### config.mk
export PLATFORM = sky130hd
export DESIGN_NAME = alu_issue_stage
export DESIGN_NICKNAME = d
export VERILOG_FILES = /design/src/rtl/alu_issue_pkg.sv /design/src/rtl/alu_issue_regfile.sv /design/src/rtl/alu_issue_stage.sv
export SDC_FILE = /design/constraint.sdc
export NUM_CORES = 2
export LEC_CHECK = 0
export BUFFER_PORTS_ARGS = -buffer_cell sky130_fd_sc_hd__buf_2
export CORE_MARGIN = 2
export CORE_UTILIZATION = 45
export CTS_CLUSTER_DIAMETER = 120
export DETAILED_ROUTE_END_ITERATION = 12
export SLEW_MARGIN = 15
export SYNTH_ARGS = -nofsm -noshare
export SYNTH_HDL_FRONTEND = slang
export SYNTH_HIERARCHICAL = 1
export SYNTH_SLANG_ARGS = --single-unit
### constraint.sdc
create_clock -name clk -period 3.11 [get_ports clk]
set_clock_uncertainty 0.05 [all_clocks]
set_input_delay 0.7775 -clock clk [delete_from_list [all_inputs] [get_ports clk]]
set_output_delay 0.7775 -clock clk [all_outputs]
set_load 0.03 [all_outputs]
### src/rtl/alu_issue_pkg.sv
// Shared definitions for the ALU issue stage: ALU control codes, the
// supported R-type funct values, instruction field positions and the
// funct decoder used by the stage.
package alu_issue_pkg;

   typedef enum logic [1:0] {
      ALU_ADD = 2'd0,
      ALU_SUB = 2'd1,
      ALU_SLL = 2'd2,
      ALU_SRA = 2'd3
   } alu_ctl_e;

   localparam logic [5:0] FUNCT_ADD = 6'h20;
   localparam logic [5:0] FUNCT_SUB = 6'h22;
   localparam logic [5:0] FUNCT_SLL = 6'h00;
   localparam logic [5:0] FUNCT_SRA = 6'h03;

   // R-type field positions (all register fields are 5 bits wide)
   localparam int RS_LSB = 21;
   localparam int RT_LSB = 16;
   localparam int RD_LSB = 11;
   localparam int SH_LSB = 6;
   localparam int FN_LSB = 0;
   localparam int RA_W   = 5;

   typedef struct packed {
      logic     legal;
      logic     shift;   // shifts take A from rt and B from shamt
      alu_ctl_e ctl;
   } dec_t;

   function automatic dec_t decode(input logic [5:0] funct);
      dec_t d;
      d = '{legal: 1'b1, shift: 1'b0, ctl: ALU_ADD};
      case (funct)
         FUNCT_ADD: d.ctl = ALU_ADD;
         FUNCT_SUB: d.ctl = ALU_SUB;
         FUNCT_SLL: begin d.ctl = ALU_SLL; d.shift = 1'b1; end
         FUNCT_SRA: begin d.ctl = ALU_SRA; d.shift = 1'b1; end
         default:   d.legal = 1'b0;
      endcase
      return d;
   endfunction

endpackage

### src/rtl/alu_issue_regfile.sv
// Register file for the ALU issue stage: NREG x DATA_W, two read ports,
// one write port. R0 reads as zero and ignores writes.
// Optional macro ALU_ISSUE_FWD_EN: a read of the address being written
// this cycle returns the write data (same-cycle bypass).
// Ports: clk, rst_n (async low, clears all registers), we/waddr/wdata
// write port, ra_addr/ra_data and rb_addr/rb_data read ports.
module alu_issue_regfile
   import alu_issue_pkg::*;
#(
   parameter int DATA_W = 32,
   parameter int NREG   = 32
) (
   input  logic              clk,
   input  logic              rst_n,
   input  logic              we,
   input  logic [RA_W-1:0]   waddr,
   input  logic [DATA_W-1:0] wdata,
   input  logic [RA_W-1:0]   ra_addr,
   output logic [DATA_W-1:0] ra_data,
   input  logic [RA_W-1:0]   rb_addr,
   output logic [DATA_W-1:0] rb_data
);

   logic [DATA_W-1:0] regs [NREG];

   always_ff @(posedge clk or negedge rst_n) begin
      if (!rst_n) begin
         for (int i = 0; i < NREG; i++) regs[i] <= '0;
      end else if (we && waddr != '0) begin
         regs[waddr] <= wdata;
      end
   end

`ifdef ALU_ISSUE_FWD_EN
   assign ra_data = (ra_addr == '0) ? '0 : (we && waddr == ra_addr) ? wdata : regs[ra_addr];
   assign rb_data = (rb_addr == '0) ? '0 : (we && waddr == rb_addr) ? wdata : regs[rb_addr];
`else
   assign ra_data = (ra_addr == '0) ? '0 : regs[ra_addr];
   assign rb_data = (rb_addr == '0) ? '0 : regs[rb_addr];
`endif

endmodule

### src/rtl/alu_issue_stage.sv
// ALU issue stage: decodes R-type add/sub/sll/sra, reads operands from the
// register file, blocks on a per-register pending scoreboard, and holds the
// issued operation in an output register with valid/ready handshake.
// Optional macro ALU_ISSUE_FWD_EN: same-cycle writeback forwarding, so an
// instruction waiting on a register issues in its writeback cycle.
// Ports: clk, rst_n (async low); in_valid/in_ready/in_instr instruction
// input; wb_en/wb_addr/wb_data writeback; out_valid/out_ready handshake
// with out_alu_ctl/out_a/out_b/out_rd payload; illegal sticky flag.
module alu_issue_stage
   import alu_issue_pkg::*;
#(
   parameter int DATA_W = 32,
   parameter int NREG   = 32
) (
   input  logic              clk,
   input  logic              rst_n,
   input  logic              in_valid,
   output logic              in_ready,
   input  logic [31:0]       in_instr,
   input  logic              wb_en,
   input  logic [RA_W-1:0]   wb_addr,
   input  logic [DATA_W-1:0] wb_data,
   output logic              out_valid,
   input  logic              out_ready,
   output logic [1:0]        out_alu_ctl,
   output logic [DATA_W-1:0] out_a,
   output logic [DATA_W-1:0] out_b,
   output logic [RA_W-1:0]   out_rd,
   output logic              illegal
);

   logic [RA_W-1:0]   rs, rt, rd, shamt;
   dec_t              dec;
   logic [RA_W-1:0]   ra_addr;
   logic [DATA_W-1:0] ra_data, rb_data;
   logic [DATA_W-1:0] opnd_b;
   logic [NREG-1:0]   pending, pend_chk, wb_clr, iss_set;
   logic              hazard, accept, issue;

   assign rs    = in_instr[RS_LSB +: RA_W];
   assign rt    = in_instr[RT_LSB +: RA_W];
   assign rd    = in_instr[RD_LSB +: RA_W];
   assign shamt = in_instr[SH_LSB +: RA_W];
   assign dec   = decode(in_instr[FN_LSB +: 6]);

   assign ra_addr = dec.shift ? rt : rs;
   assign opnd_b  = dec.shift ? {{(DATA_W-RA_W){1'b0}}, shamt} : rb_data;

   alu_issue_regfile #(.DATA_W(DATA_W), .NREG(NREG)) u_rf (
      .clk     (clk),
      .rst_n   (rst_n),
      .we      (wb_en),
      .waddr   (wb_addr),
      .wdata   (wb_data),
      .ra_addr (ra_addr),
      .ra_data (ra_data),
      .rb_addr (rt),
      .rb_data (rb_data)
   );

   always_comb begin
      wb_clr = '0;
      if (wb_en) wb_clr[wb_addr] = 1'b1;
   end

`ifdef ALU_ISSUE_FWD_EN
   // the register being written this cycle is already resolved via bypass
   assign pend_chk = pending & ~wb_clr;
`else
   assign pend_chk = pending;
`endif

   // rd is always checked (WAW); rs only feeds add/sub; rt feeds every legal op
   assign hazard   = pend_chk[rd]
                   | (dec.legal && !dec.shift && pend_chk[rs])
                   | (dec.legal && pend_chk[rt]);
   assign in_ready = !hazard && (!out_valid || out_ready);
   assign accept   = in_valid && in_ready;
   assign issue    = accept && dec.legal;

   always_comb begin
      iss_set = '0;
      if (issue) iss_set[rd] = 1'b1;
      iss_set[0] = 1'b0;
   end

   // set is OR'd after the clear so an issue wins over a same-cycle writeback
   always_ff @(posedge clk or negedge rst_n) begin
      if (!rst_n) pending <= '0;
      else        pending <= (pending & ~wb_clr) | iss_set;
   end

   always_ff @(posedge clk or negedge rst_n) begin
      if (!rst_n) begin
         out_valid   <= 1'b0;
         out_alu_ctl <= '0;
         out_a       <= '0;
         out_b       <= '0;
         out_rd      <= '0;
         illegal     <= 1'b0;
      end else begin
         if (issue) begin
            out_valid   <= 1'b1;
            out_alu_ctl <= dec.ctl;
            out_a       <= ra_data;
            out_b       <= opnd_b;
            out_rd      <= rd;
         end else if (out_ready) begin
            out_valid   <= 1'b0;
         end
         if (accept && !dec.legal) illegal <= 1'b1;
      end
   end

endmodule
==> impl_metrics.py <==
metrics = {
    "power_and_ir_drop": {
        "sequentialPowerShare_pct": 43.8,
        "ir_worst_vdd_v": 0.000427,
        "combPwrFrac_pct": 22.6,
        "p_sw_w": 0.0129,
        "p_int_w": 0.0323,
        "power.leakage_nw": 31.7,
        "power.density_mw_per_mm2": 622,
        "pwr-share-clk_pct": 33.6,
        "sw_frac_of_total_pct": 28.5,
    },
    "detailed_routing": {
        "dr_total_vias": 40080,
        "first_pass_iters": 7,
        "first_iter_violations": 3655,
        "vias_per_cell": 6.52,
        "wl_per_cell_um": 33.4,
        "drtAntennaViolNets": 0,
        "wirelength_um": 205000,
        "drcViolationCount": 0,
    },
    "setup_path": {
        "worstSetupStartpointType": "flip-flop",
        "crit_type": "reg -> out",
        "path_max_fanout": 4,
        "critPathCaptureType": "primary output",
        "required_ns": 2.28,
        "crit_arrival_ns": 2.53,
    },
    "clock_network": {
        "htree_levels": 3,
        "cts_buffers": 121,
        "cts_tree": "yes",
        "path_clk_slew_ns": 0.06,
        "clockRootBuffer": "clkbuf_16",
        "clk_latency_ns": 0.75,
        "numClockSinks": 1129,
        "cts_buffer_depth": 3,
    },
    "final_layout": {
        "design_area_mm2": 0.0725,
        "stdcell_count": 6143,
        "fillers": 10540,
        "post_route_cells_drive_above_1_share_pct": 59.9,
        "nNetsFinal": 4360,
        "area_delta_synth_final_pct": 22.4,
    },
    "synthesis": {
        "yosys.area_share.adder_pct": 0,
        "synth_seq_cells": 1129,
        "synthTopCellsByCount": "1129 x dfrtp_1, 1058 x mux2_2, 482 x mux4_2, 238 x clkbuf_1, 179 x mux2i_1",
        "ys_seq_area_share_pct": 47.7,
        "synth_top_family_by_area": "multiplexers",
        "yosysUniqueCellTypes": 67,
        "ys_async_sr_fraction_pct": 100,
        "synth_top_area_share_pct": 47.7,
        "synth-compound-area-share_pct": 4.81,
        "synth_xor_area_share_pct": 0.0296,
        "synthMuxAreaShare_pct": 41.9,
        "syn_area_mm2": 0.0593,
        "netlist.top_cell.by_area": "dfrtp_1",
        "synth_most_common_cell": "dfrtp_1",
        "synth_warnings": 6,
        "synthCells": 3926,
        "synth_edf_count": 0,
        "syn_nets": 4000,
        "synthTopCellsByArea": "dfrtp_1 48%, mux2_2 20%, mux4_2 18%",
        "avgSynthCellArea_um2": 15.1,
        "synth-main-ff-cell": "dfrtp_1",
        "yosys.area_share.simple_pct": 2.05,
    },
    "timing": {
        "period_minus_slack_ns": 3.36,
        "hold_viol_final": 0,
        "maxSlewViolCount": 0,
        "relSlewSlack_pct": 43.0,
        "max_freq_mhz": 297,
        "finalSetupViolCount": 32,
        "fin_ws_ns": -0.252,
        "finalCritPeriodShare_pct": 108,
        "rsz0062_at_grt": "yes",
        "tightest_slew_ns": 0.849,
    },
    "global_route": {
        "grt.total_usage_pct": 30.0,
        "antenna_found_initial": 4,
        "grt_max_degree": 84,
        "first_global_vias": 40966,
        "grt_overflow": 0,
        "grt_pass1_wl_um": 296000,
    },
    "floorplan": {
        "dieArea_mm2": 0.135,
        "die_w_um": 367,
        "die-height_um": 367,
        "initial_core_util_pct": 45.2,
        "rows": 133,
        "core_area_mm2": 0.131,
        "boundaryPins": 148,
    },
    "placed_design": {
        "dp.cells": 5806,
        "port_buffers": 141,
        "gp_congestion": 0.861,
        "placedInstanceArea_mm2": 0.0655,
        "dpl.hpwl_um": 126000,
    },
    "status": {
        "status": "complete, but fails checks",
        "failed_checks": "negative setup slack",
    },
    "worst_hold_path": {
        "hp-class": "in -> reg",
    },
    "run": {
        "cap_violations": 0,
    },
}
## path summary, 6_finish.rpt
path	startpoint	depth (start not counted)	slack (ns)	endpoint
hold / removal	out_ready	3	0.32	out_valid
setup / recovery	pend_chk[30]	6	-0.25	in_ready
hold reg to reg	u_rf/regs[1016]	0	0.34	u_rf/regs[1016]
setup reg to reg	pend_chk[30]	11	0.17	out_a[14]
min in group asynchronous	rst_n	2	0.58	u_rf/regs[503]
max in group asynchronous	rst_n	3	1.46	u_rf/regs[775]
## layout by cell type, fill, tap and decap left out, types with 37 or more instances in the layout
cell type / count
buf_2: 131
mux2_2: 1039
buf_4: 330
buf_12: 144
o21ai_0: 48
nor3_1: 49
clkbuf_16: 129
buf_6: 37
o22ai_1: 61
mux2i_1: 175
dfrtp_1: 1129
a22o_1: 79
mux4_2: 482
## final cells by class
type	instances	area, um2	share of cell area (%)
Multi-Input combinational cell	2347	30600	42.2
Sequential cell	1129	28300	39.0
Timing Repair Buffer	682	7290	10.0
Clock buffer	162	3400	4.69
Tap cell	1755	2200	3.03
Clock inverter	62	748	1.03
Inverter	5	18.8	0.0259
Antenna cell	1	2.50	0.00345
## per-layer routing
metal | wire length [um] | global-route usage, % | vias to the layer above
met4 | 7370 | 9.91 | 6
li1 | - | - | 16075
met5 | 43 | 0 | -
met2 | 96400 | 47.7 | 1786
met1 | 85600 | 41.3 | 21805
met3 | 15800 | 6.07 | 408
## metrics by stage
step | setup slack, ns | utilization [%] | TNS (ns) | hold slack [ns] | total power [W]
floorplan | -0.561 | - | -20.16 | 0.391 | 0.0259
global placement | -0.983 | 50.0 | -45.83 | 0.330 | 0.0291
detailed placement | -0.970 | 50.0 | -48.29 | 0.333 | 0.0293
CTS | -0.313 | 54.0 | -0.431 | 0.299 | 0.0448
global route | -0.321 | 55.3 | -5.00 | 0.352 | 0.0469
finish | -0.252 | 55.3 | -2.77 | 0.317 | 0.0451
## cell families after synthesis
| logic type | after synthesis |
|---|---|
| mux | 1739 |
| flops | 1129 |
| buf+inv | 458 |
| compound gates | 379 |
| simple gates | 219 |
| xor+xnor | 2 |
## what timing repair did
item,4_1_cts,5_1_grt
hold endpoints to repair,22,0
setup endpoints to repair,32,33
hold buffers,1,0
buffers inserted,29,62
gates resized for setup,88,175
cloned,16,10
pin swaps,40,76
## flip-flops by register name, indices dropped and copies added (netlist names)
register	flops
illegal	1
out_a	32
out_alu_ctl	2
out_b	32
out_rd	5
out_valid	1
pend_chk	32
u_rf/regs	1024
## critical path: stages (launching register included)
cell	delay [ns]
dfrtp_1	0.43
mux4_2	0.49
o22a_1	0.22
a32oi_2	0.19
a211oi_2	0.11
nor3_4	0.19
buf_6	0.16
## power by group through the flow
| stage | clock network (W) | logic (W) | registers [W] |
|---|---|---|---|
| 2_1_floorplan | 0 | 0.00649 | 0.0194 |
| 3_3_place_gp | 0 | 0.00925 | 0.0199 |
| 3_5_place_dp | 0 | 0.00942 | 0.0199 |
| 4_1_cts | 0.0154 | 0.00972 | 0.0197 |
| 5_1_grt | 0.0160 | 0.0108 | 0.0201 |
| 6_report | 0.0152 | 0.0102 | 0.0198 |
Note: power is estimated with default switching activity, not from simulation.
